File: src/rtl/serial_bit_tx.sv
// Parallel-in, serial-out bit transmitter: accepts a WIDTH-bit word on a ready/valid port and
// sends it MSB first, one bit per clock. Optional even-parity bit enabled by SERIAL_TX_PARITY_EN.
module serial_bit_tx #(
    parameter int unsigned WIDTH = 8,
    parameter int unsigned GAP   = 1
) (
    input  logic             Clk,
    input  logic             rst,
    input  logic             load_valid,
    output logic             load_ready,
    input  logic [WIDTH-1:0] load_data,
    output logic             sdo,
    output logic             sdo_valid,
    output logic             busy,
    output logic             done
);

    localparam int unsigned CW = $clog2(WIDTH);
    localparam int unsigned GW = 4;
    localparam logic [CW-1:0] CNT_LAST = CW'(WIDTH - 1);
    localparam logic [GW-1:0] GAP_LAST = GW'(GAP - 1);

`ifdef SERIAL_TX_PARITY_EN
    typedef enum logic [1:0] {S_IDLE, S_SHIFT, S_PARITY, S_GAP} state_t;
    logic par;
`else
    typedef enum logic [1:0] {S_IDLE, S_SHIFT, S_GAP} state_t;
`endif

    state_t          state;
    logic [WIDTH-1:0] shreg;
    logic [CW-1:0]   cnt;
    logic [GW-1:0]   gap_cnt;

    // The shift register MSB is the line: it holds data, then parity, and is all-zero otherwise.
    assign sdo = shreg[WIDTH-1];

    always_ff @(posedge Clk) begin
        if (rst) begin
            state      <= S_IDLE;
            shreg      <= '0;
            cnt        <= '0;
            gap_cnt    <= '0;
            sdo_valid  <= 1'b0;
            busy       <= 1'b0;
            done       <= 1'b0;
            load_ready <= 1'b0;
`ifdef SERIAL_TX_PARITY_EN
            par        <= 1'b0;
`endif
        end else begin
            done <= 1'b0;
            case (state)
                S_IDLE: begin
                    if (load_valid && load_ready) begin
                        state      <= S_SHIFT;
                        shreg      <= load_data;
                        cnt        <= CNT_LAST;
                        sdo_valid  <= 1'b1;
                        busy       <= 1'b1;
                        load_ready <= 1'b0;
`ifdef SERIAL_TX_PARITY_EN
                        par        <= ^load_data;
`endif
                    end else begin
                        load_ready <= 1'b1;
                    end
                end

                S_SHIFT: begin
                    shreg <= {shreg[WIDTH-2:0], 1'b0};
                    if (cnt != '0) begin
                        cnt <= cnt - CW'(1);
`ifndef SERIAL_TX_PARITY_EN
                        done <= (cnt == CW'(1));
`endif
                    end else begin
`ifdef SERIAL_TX_PARITY_EN
                        state <= S_PARITY;
                        shreg <= {par, {(WIDTH-1){1'b0}}};
                        done  <= 1'b1;
`else
                        sdo_valid <= 1'b0;
                        if (GAP != 0) begin
                            state   <= S_GAP;
                            gap_cnt <= GAP_LAST;
                        end else begin
                            state      <= S_IDLE;
                            busy       <= 1'b0;
                            load_ready <= 1'b1;
                        end
`endif
                    end
                end

`ifdef SERIAL_TX_PARITY_EN
                S_PARITY: begin
                    shreg     <= '0;
                    sdo_valid <= 1'b0;
                    if (GAP != 0) begin
                        state   <= S_GAP;
                        gap_cnt <= GAP_LAST;
                    end else begin
                        state      <= S_IDLE;
                        busy       <= 1'b0;
                        load_ready <= 1'b1;
                    end
                end
`endif

                S_GAP: begin
                    if (gap_cnt == '0) begin
                        state      <= S_IDLE;
                        busy       <= 1'b0;
                        load_ready <= 1'b1;
                    end else begin
                        gap_cnt <= gap_cnt - GW'(1);
                    end
                end

                default: begin
                    state      <= S_IDLE;
                    shreg      <= '0;
                    sdo_valid  <= 1'b0;
                    busy       <= 1'b0;
                    load_ready <= 1'b0;
                end
            endcase
        end
    end

endmodule

File: config.mk
export PLATFORM = sky130hd
export DESIGN_NAME = serial_bit_tx
export DESIGN_NICKNAME = d
export VERILOG_FILES = /design/src/rtl/serial_bit_tx.sv
export SDC_FILE = /design/constraint.sdc
export NUM_CORES = 1
export LEC_CHECK = 0
export ABC_AREA = 0
export CORE_MARGIN = 1.5
export CORE_UTILIZATION = 35
export CTS_CLUSTER_DIAMETER = 120
export DETAILED_ROUTE_END_ITERATION = 12
export GPL_ROUTABILITY_DRIVEN = 0
export HOLD_SLACK_MARGIN = 0.1
export SKIP_LAST_GASP = 1
export SLEW_MARGIN = 20
export SYNTH_ARGS = -nofsm -noshare
export SYNTH_HDL_FRONTEND = slang
export SYNTH_SLANG_ARGS = --single-unit
File: constraint.sdc
create_clock -name Clk -period 1.15 [get_ports Clk]
set_input_delay 0.1725 -clock Clk [delete_from_list [all_inputs] [get_ports Clk]]
set_output_delay 0.1725 -clock Clk [all_outputs]
set_load 0.05 [all_outputs]
==> reports/metrics.yaml, run 1 <==
grt:
  grt_pass1_vias: 963
  grt_pass1_wl_um: 4090
  grtUsageTotal_pct: 15.8
  grt_max_degree: 13
  antenna_found_initial: 0
  overflow: 0
yosys:
  synth_flop_cell: "dfxtp_1"
  synth_fa_ha_area_share_pct: 4.69
  syn_area_mm2: 0.00107
  synth-simple-area-share_pct: 26.3
  ys_seq_elements: 21
  synthXorXnorAreaFrac_pct: 0
  synthArstFlopShare_pct: 0
  ys_warn_count: 0
  synth_mux_area_share_pct: 0.939
  synth_edf_count: 0
  syn_inst: 111
  syn-num-nets: 126
  synth_compound_area_share_pct: 22.2
  synth_cell_type_count: 38
  synth_top_family_by_area: "simple AND/OR/NAND/NOR gates"
  avgSynthCellArea_um2: 9.60
  ys_seq_area_share_pct: 39.4
final_layout:
  regArea_um2: 437
  final_cell_mix: "buf_4, dfxtp_1, clkdlybuf4s50_1"
  multiInputGateArea_um2: 743
  diodes: 0
  fill_cells: 220
  instances_no_fill: 187
  nNetsFinal: 172
  drive_above_1_share_pct: 52.6
  layout_commonest_cell: "buf_4"
  syn_to_final_growth_pct: 63.5
  final_util_pct: 61.6
worst_setup_path:
  timing.rr.end: "gap_cnt[0]"
  critical_path_arrival_ns: 1.52
  crit_path_end: "gap_cnt[0]"
  crit_family: "simple AND/OR/NAND/NOR gates"
  crit_buf_inv: 2
  worst_setup_path_end_kind: "register"
  reg2reg_slack_ns: -0.15
  crit_type: "register to register"
  ff2ff_path_depth: 6
  rr_startpoint: "gap_cnt[1]"
  cp-start-kind: "register"
  crit_chain: "inv_2, ha_4, or3b_4, buf_4, nand3_2, a21boi_2"
  crit_slowest_cell: "or3b_4"
  path_depth: 6
  max_stage_delay_ns: 0.41
  critPathMaxFanout: 4
  startpoint: "gap_cnt[1]"
  required_ns: 1.36
route:
  viasPerCell: 5.28
  drc: 2
  drt_pre_antenna_iters: 8
  ant_nets: 0
  drtIter0Drc: 39
  post_drt_wl_per_cell_um: 13.8
  vias: 987
  wirelength_um: 2580
sta:
  fin_ws_ns: -0.154
  rsz0062_at_grt: "yes"
  slew_headroom_pct: 82.6
  fin_crit_sh_pct: 113
  whs_ns: 0.388
  tightestPinTransition_ns: 0.258
  setup_viol: 10
  skew_ns: 0.00380
  finalCriticalPeriod_ns: 1.30
  slew_viol_final: 0
  hold_viol: 0
  fmax_mhz: 767
floorplan:
  die_h_um: 58.2
  fp-row-count: 19
  boundaryPins: 16
  die_w_um: 58.2
  initial_core_util_pct: 37.7
  die_area_mm2: 0.00339
  core_mm2: 0.00283
placement:
  dp_hpwl_um: 1780
  dp.cells: 175
  dp_slack_ns: -0.259
  io_buffers: 15
clock_network:
  cts_tree: "built"
  path_clk_slew_ns: 0.12
  cts_sinks: 21
  htreeDepth: 1
  root_buffer: "clkbuf_4"
  clock_path_buffers: 2
  cts_made_buffers: 3
  worstSkewPairLatency_ns: 0.31
  ctsHoldBuffers: 0
power_and_ir_drop:
  pwr-share-seq_pct: 46.9
  switching_share_pct: 31.2
  peakVddDrop_mv: 0.726
  p_int_uw: 1220
  p_leak_uw: 0.000676
  pwr-share-clk_pct: 20.8
  power.density_mw_per_mm2: 1020
  p_sw_uw: 552
  pwr-share-comb_pct: 32.3
status:
  violations: "DRC, setup timing"
  run_status: "complete, but fails checks"
run:
  drv_cap: 0
min_path:
  min_path_type: "input pin to register"
  hp-start: "load_data[7]"
[power groups by stage]
stage | sequential [µW] | clock, µW | combinational [µW]
after global placement | 838 | 0 | 425
after detailed placement | 840 | 0 | 436
after global routing | 837 | 412 | 615
final | 829 | 368 | 572
after CTS | 821 | 391 | 493
after floorplan | 871 | 0 | 205
[synthesized netlist by cell type, types with 2 or more instances]
master / count / area, µm²
a21oi_1: 3 / 15.0
a31o_1: 2 / 17.5
a31o_2: 2 / 17.5
a31oi_1: 5 / 31.3
a32oi_1: 5 / 43.8
buf_2: 3 / 15.0
buf_6: 3 / 33.8
dfxtp_1: 21 / 420
ha_1: 4 / 50.1
inv_1: 4 / 15.0
nand2_1: 10 / 37.5
nand2b_1: 3 / 18.8
nand3_1: 3 / 15.0
nand3b_1: 2 / 15.0
nor2_1: 7 / 26.3
nor3_1: 4 / 20.0
nor3b_2: 2 / 25.0
o21ai_0: 2 / 10.0
o21ai_1: 7 / 35.0
[layer usage]
| layer | GRT usage (%) | wire (µm) | vias up |
|---|---|---|---|
| met2 | 28.6 | 1350 | 15 |
| met3 | 2.01 | 77 | 4 |
| met5 | 0 | 0 | - |
| met4 | 5.98 | 38 | 0 |
| li1 | - | - | 506 |
| met1 | 19.0 | 1110 | 462 |
[area by class of cell]
class                           instances  area share [%]
Clock buffer                            3            1.29
Clock inverter                          1           0.287
Inverter                                5            1.22
Multi-Input combinational cell         79            42.6
Sequential cell                        21            25.1
Tap cell                               31            2.23
Timing Repair Buffer                   47            27.3
[flip-flops by register name, indices dropped and copies added (netlist names)]
register    count
shreg           8
gap_cnt         4
cnt             3
state           2
busy            1
done            1
load_ready      1
sdo_valid       1
[cell families (layout without fill, tap and decap cells)]
family	count (synthesis)	count (layout)
AO/OA/AOI/OAI	32	32
buffers and inverters	11	56
AND/OR/NAND/NOR	42	42
multiplexers	1	1
flip-flops	21	21
adder cells (fa/ha/maj)	4	4
[per-stage QoR]
stage,TNS (ns),cell area [µm²],power (µW)
global placement,-3.26,1480,1260
global route,-1.23,1740,1860
finish,-0.682,1740,1770
CTS,-0.723,1610,1710
floorplan,-0.121,1100,1080
detailed placement,-3.59,1480,1280
[worst min path at each step]
| stage | end | cells past startpoint |
|---|---|---|
| floorplan | shreg[3] | 2 |
| global placement | shreg[4] | 2 |
| detailed placement | shreg[5] | 2 |
| CTS | shreg[7] | 3 |
| global route | shreg[4] | 3 |
| finish | shreg[7] | 3 |
[what timing repair did]
item,CTS,global route
setup buffers,6,3
endpoints found under the setup margin,18,17
resized for setup,16,18
pin swaps,7,8
[worst register-to-register path: stages (launching register included)]
cell      delay, ns
dfxtp_2        0.35
inv_2          0.07
ha_4           0.13
or3b_4         0.41
buf_4          0.15
nand3_2        0.05
a21boi_2       0.04
Note: power is estimated with default switching activity, not from simulation.
==> inputs of run 2 (changes only) <==
CORE_ASPECT_RATIO = 1.25   (was unset)
==> run 2 against run 1 <==
The run ends with setup timing left. Global-route usage grew 0.48 points. Final cell count increased by 1.6%. Setup slack better by 0.0042 ns. Sequential share of layout area increased by 1.5 points. Critical endpoint is now busy.
==> reports/metrics.yaml, run 2 (same netlist as run 1, synthesis figures left out) <==
status:
  run_status: "complete, but fails checks"
  violations: "setup timing"
route:
  drtIter0Drc: 22  # -44%
  wirelength_um: 2500  # -3.1%
  drc: 0  # -2
  ant_nets: 0  # unchanged
  drt_pre_antenna_iters: 4  # -4
  vias: 991  # +0.41%
  post_drt_wl_per_cell_um: 13.2  # -4.7%
  viasPerCell: 5.22  # -1.2%
final_layout:
  syn_to_final_growth_pct: 53.6
  largest_register_ffs: 8  # unchanged
  nNetsFinal: 170  # -1.2%
  regMostFlops: "shreg"
  final_cell_mix: "buf_4, dfxtp_1, clkdlybuf4s50_1"
  layout_commonest_cell: "buf_4"
  fill_cells: 277  # +26%
  drive_above_1_share_pct: 47.4  # -5.2 points
  reg_top3: "shreg x8, gap_cnt x4, cnt x3"
  final_util_pct: 56.1  # -5.5 points
  diodes: 0  # unchanged
worst_setup_path:
  timing.rr.end: "busy"
  crit_chain: "inv_2, ha_4, or3b_4, a31oi_1, a21oi_1"
  worst_setup_path_end_kind: "register"
  reg2reg_slack_ns: -0.15  # about the same
  crit_slowest_cell: "or3b_4"
  critPathMaxFanout: 4  # unchanged
  cp-start-kind: "register"
  crit_type: "register to register"
  ff2ff_path_depth: 5  # -1
  required_ns: 1.37  # about the same
  rr_startpoint: "gap_cnt[1]"
  crit_family: "simple AND/OR/NAND/NOR gates"
  critical_path_arrival_ns: 1.52  # about the same
  max_stage_delay_ns: 0.40  # about the same
  crit_buf_inv: 1  # -1
clock_network:
  clock_path_buffers: 2  # unchanged
  root_buffer: "clkbuf_4"
  worstSkewPairLatency_ns: 0.31  # about the same
  cts_tree: "built"
  ctsHoldBuffers: 0  # unchanged
  cts_sinks: 21  # unchanged
  path_clk_slew_ns: 0.12  # about the same
  cts_made_buffers: 3  # unchanged
  htreeDepth: 1  # unchanged
placement:
  io_buffers: 15  # unchanged
  dp_slack_ns: -0.269  # -0.0101 ns
  dp_hpwl_um: 1760  # -1.1%
grt:
  grt_pass1_wl_um: 4220  # +3.0%
  grtUsageTotal_pct: 16.3  # +0.48 points
  overflow: 0  # unchanged
  grt_max_degree: 13  # unchanged
  antenna_found_initial: 0  # unchanged
  grt_pass1_vias: 985  # +2.3%
sta:
  finalCriticalPeriod_ns: 1.30  # -0.00418 ns
  fmax_mhz: 769  # +0.32%
  setup_viol: 7  # -3
  slew_headroom_pct: 83.9  # +1.2 points
  skew_ns: 0.00137  # -0.00243 ns
  fin_ws_ns: -0.150  # +0.00418 ns
  hold_viol: 0  # unchanged
  rsz0062_at_grt: "yes"
  fin_tns_setup_ns: -0.656  # +0.0263 ns
  tightestPinTransition_ns: 0.242  # -0.0167 ns
  fin_crit_sh_pct: 113  # -0.36 points
  whs_ns: 0.395  # +0.00696 ns
  slew_viol_final: 0  # unchanged
power_and_ir_drop:
  peakVddDrop_mv: 0.736  # +1.3%
  p_int_uw: 1180  # -2.7%
  pwr-share-clk_pct: 22.0  # +1.2 points
  p_sw_uw: 516  # -6.6%
  pwr-share-comb_pct: 29.8  # -2.5 points
  finalPower_uw: 1700  # -3.9%
  switching_share_pct: 30.3  # -0.88 points
  pwr-share-seq_pct: 48.3  # +1.4 points
  p_leak_uw: 0.000648  # -4.0%
  power.density_mw_per_mm2: 1040  # +2.2%
floorplan:
  die_area_mm2: 0.00339  # about the same
  fp-row-count: 22  # +3
  boundaryPins: 16  # unchanged
  initial_core_util_pct: 36.5  # -1.1 points
  core_mm2: 0.00292  # +3.1%
  die_w_um: 52.4  # -10%
  die_h_um: 64.7  # +11%
min_path:
  whs_path_depth: 3  # unchanged
  hp-start: "load_data[3]"
  min_to: "shreg[3]"
  min_path_type: "input pin to register"
run:
  drv_cap: 0  # unchanged
-- run 2: worst max-delay path by stage --
| stage | slack (ns) | cells after the start | start | to |
|---|---|---|---|---|
| after global routing | -0.21 | 5 | gap_cnt[0] | busy |
| after floorplan | -0.06 | 5 | gap_cnt[1] | busy |
| final | -0.15 | 5 | gap_cnt[1] | busy |
| after CTS | -0.16 | 5 | gap_cnt[1] | busy |
| after global placement | -0.24 | 5 | rst | gap_cnt[3] |
| after detailed placement | -0.27 | 6 | rst | shreg[6] |
-- run 2: final cells by class --
class / count / area (µm²) / share of cell area [%]
Inverter: 5 / 20.0 / 1.22
Multi-Input combinational cell: 79 / 641 / 39.1
Clock buffer: 3 / 22.5 / 1.38
Tap cell: 36 / 45.0 / 2.75
Timing Repair Buffer: 45 / 469 / 28.6
Clock inverter: 1 / 5.00 / 0.306
Sequential cell: 21 / 435 / 26.6
-- run 2: power groups by stage --
stage | Clock (µW) | Combinational [µW] | Sequential (µW)
3_5_place_dp | 0 | 441 | 840
4_1_cts | 384 | 479 | 821
5_1_grt | 427 | 546 | 827
2_1_floorplan | 0 | 205 | 871
3_3_place_gp | 0 | 433 | 838
6_report | 373 | 506 | 821
-- run 2: repair_timing --
action,CTS,global route
resized for setup,10,9
setup endpoints to repair,22,16
pin swaps,6,4
setup buffers,3,2
cloned,1,0
-- run 2: worst min-delay path: stages --
cell and delay (ns):
clkdlybuf4s50_1 0.40, nand2_1 0.06, o21ai_1 0.05
-- run 2: metal layers --
metal  global-route usage, %  part of all wire (%)
met2                    28.1                    50
met3                    2.07                   3.5
met4                    7.69                   1.9
met5                       0                     0
met1                    19.4                    44
-- run 2: through the flow --
step                std cells  instance area [µm²]
detailed placement        180                 1490
CTS                       188                 1590
global placement          180                 1490
floorplan                 111                 1100
global route              190                 1640
finish                    190                 1640
==> inputs of run 3 (changes only) <==
CORE_UTILIZATION = 45   (was 35)
PLACE_DENSITY = 0.71   (was unset)
==> run 3 against run 2 <==
Critical endpoint unchanged. First-iteration DRC count shrank 18%. Sequential power grew 0.7%. Setup slack lost 0.0016 ns. Critical path type unchanged. Via count grew 3.1%. Die area shrank 21%. The run still ends with setup timing left.
==> reports/metrics.yaml, run 3 (same netlist as run 1, synthesis figures left out) <==
power_and_ir_drop:
  pwr-share-comb_pct: 30.1  # +0.3 points
  pwr-share-seq_pct: 48.4  # about the same
  switching_share_pct: 30.6  # +0.28 points
  p_leak_uw: 0.000635  # -2.1%
  peakVddDrop_mv: 0.983  # +34%
  finalPower_uw: 1710  # +0.62%
  pwr-share-clk_pct: 21.5  # -0.5 points
  p_sw_uw: 524  # +1.6%
  p_int_uw: 1190  # +0.21%
  power.density_mw_per_mm2: 1040  # about the same
placement:
  dp_hpwl_um: 1830  # +3.8%
  dp.cells: 175  # -2.8%
  placed_area_mm2: 0.00148  # -0.42%
  io_buffers: 15  # unchanged
worst_setup_path:
  rr_startpoint: "gap_cnt[0]"
  max_stage_delay_ns: 0.42  # +0.02 ns
  crit_chain: "inv_2, ha_4, or3b_4, a31oi_4, a21oi_2"
  startpoint: "gap_cnt[0]"
  worst_setup_path_end_kind: "register"
  path_depth: 5  # unchanged
  timing.rr.end: "busy"
  crit_slowest_cell: "or3b_4"
  crit_family: "simple AND/OR/NAND/NOR gates"
  crit_type: "register to register"
  ff2ff_path_depth: 5  # unchanged
  crit_path_end: "busy"
  crit_buf_inv: 1  # unchanged
  critPathMaxFanout: 4  # unchanged
  required_ns: 1.37  # about the same
  cp-start-kind: "register"
  critical_path_arrival_ns: 1.52  # about the same
  reg2reg_slack_ns: -0.15  # about the same
route:
  drt_pre_antenna_iters: 4  # unchanged
  drtIter0Drc: 18  # -18%
  vias: 1022  # +3.1%
  drc: 0  # unchanged
  viasPerCell: 5.58  # +7.1%
  post_drt_wl_per_cell_um: 14.3  # +8.9%
  wirelength_um: 2630  # +4.9%
  ant_nets: 0  # unchanged
sta:
  fin_ws_ns: -0.151  # -0.00156 ns
  hold_viol: 0  # unchanged
  skew_ns: 0.00408  # +0.00271 ns
  slew_headroom_pct: 81.4  # -2.5 points
  rsz0062_at_grt: "yes"
  fmax_mhz: 768  # -0.12%
  finalCriticalPeriod_ns: 1.30  # +0.00156 ns
  setup_viol: 8  # +1
  slew_viol_final: 0  # unchanged
  tightestPinTransition_ns: 0.277  # +0.0353 ns
  fin_crit_sh_pct: 113  # +0.14 points
grt:
  grt_max_degree: 14  # +1
  overflow: 0  # unchanged
  grt_pass1_wl_um: 4110  # -2.6%
  grtUsageTotal_pct: 21.2  # +4.9 points
  antenna_found_initial: 0  # unchanged
  grt_pass1_vias: 950  # -3.6%
run:
  drv_cap: 0  # unchanged
floorplan:
  die_area_mm2: 0.00267  # -21%
  fp-row-count: 19  # -14%
  core_mm2: 0.00221  # -24%
  die_w_um: 46.5  # -11%
  die_h_um: 57.4  # -11%
  boundaryPins: 16  # unchanged
  initial_core_util_pct: 48.2  # +12 points
clock_network:
  cts_made_buffers: 3  # unchanged
  clock_path_buffers: 2  # unchanged
  cts_sinks: 21  # unchanged
  htreeDepth: 1  # unchanged
  ctsHoldBuffers: 0  # unchanged
  cts_tree: "built"
  root_buffer: "clkbuf_4"
  path_clk_slew_ns: 0.12  # about the same
  worstSkewPairLatency_ns: 0.32  # about the same
final_layout:
  layout_commonest_cell: "buf_4"
  nNetsFinal: 168  # -1.2%
  instances_no_fill: 183  # -3.7%
  drive_above_1_share_pct: 48.0  # +0.62 points
  largest_register_ffs: 8  # unchanged
  final_cell_area_mm2: 0.00165  # +0.61%
  syn_to_final_growth_pct: 54.6
  reg_top3: "shreg x8, gap_cnt x4, cnt x3"
  final_cell_mix: "buf_4, dfxtp_1, clkdlybuf4s50_1"
  regMostFlops: "shreg"
  diodes: 0  # unchanged
status:
  violations: "setup timing"
  run_status: "complete, but fails checks"
min_path:
  hp-start: "load_data[4]"
  min_path_type: "input pin to register"
[run 3: worst min path at each step]
stage,to,cells past startpoint
3_3_place_gp,shreg[4],2
2_1_floorplan,shreg[3],2
4_1_cts,shreg[4],3
5_1_grt,shreg[7],3
3_5_place_dp,shreg[4],2
6_report,shreg[4],3
[run 3: timing repair]
| item | 4_1_cts | 5_1_grt |
|---|---|---|
| pin swaps | 5 | 11 |
| endpoints found under the setup margin | 20 | 18 |
| buffers inserted | 2 | 2 |
| cloned | 0 | 1 |
| resized for setup | 8 | 15 |
[run 3: worst register-to-register path, delay by kind of cell, from the launching register on]
kind,cells,cell delay (ns)
and+or+nand+nor,1,0.42
DFF,1,0.34
AOI/OAI and AO/OA,2,0.24
adders and majority gates,1,0.14
buffers and inverters,1,0.07
[run 3: area by class of cell]
cell class	count	area, µm²
inverters	5	20.0
clock buffers	4	26.3
multi-input cells	80	697
flip-flops and latches	21	435
fillers	153	563
repair buffers	42	430
well taps	31	38.8
[run 3: metrics by stage]
stage               TNS (ns)  setup WS, ns  hold WS (ns)  util [%]
global placement       -3.92        -0.251         0.454      67.0
detailed placement     -4.40        -0.292         0.472      67.0
finish                -0.832        -0.151         0.392      74.5
floorplan             -0.121       -0.0620         0.305         -
CTS                   -0.674        -0.142         0.393      70.2
global route           -1.22        -0.192         0.387      74.5
[run 3: metal layers]
metal	part of all wire, %	vias to the layer above	track usage, %
met1	43	492	27.1
met3	4.3	7	3.16
met2	50	28	33.5
met5	0	-	0
li1	-	495	-
met4	2.7	0	11.0
[run 3: power by group through the flow]
stage / combinational, µW / sequential, µW / clock [µW]
2_1_floorplan: 205 / 871 / 0
3_3_place_gp: 443 / 835 / 0
3_5_place_dp: 453 / 837 / 0
4_1_cts: 465 / 822 / 371
5_1_grt: 551 / 835 / 404
6_report: 515 / 827 / 368
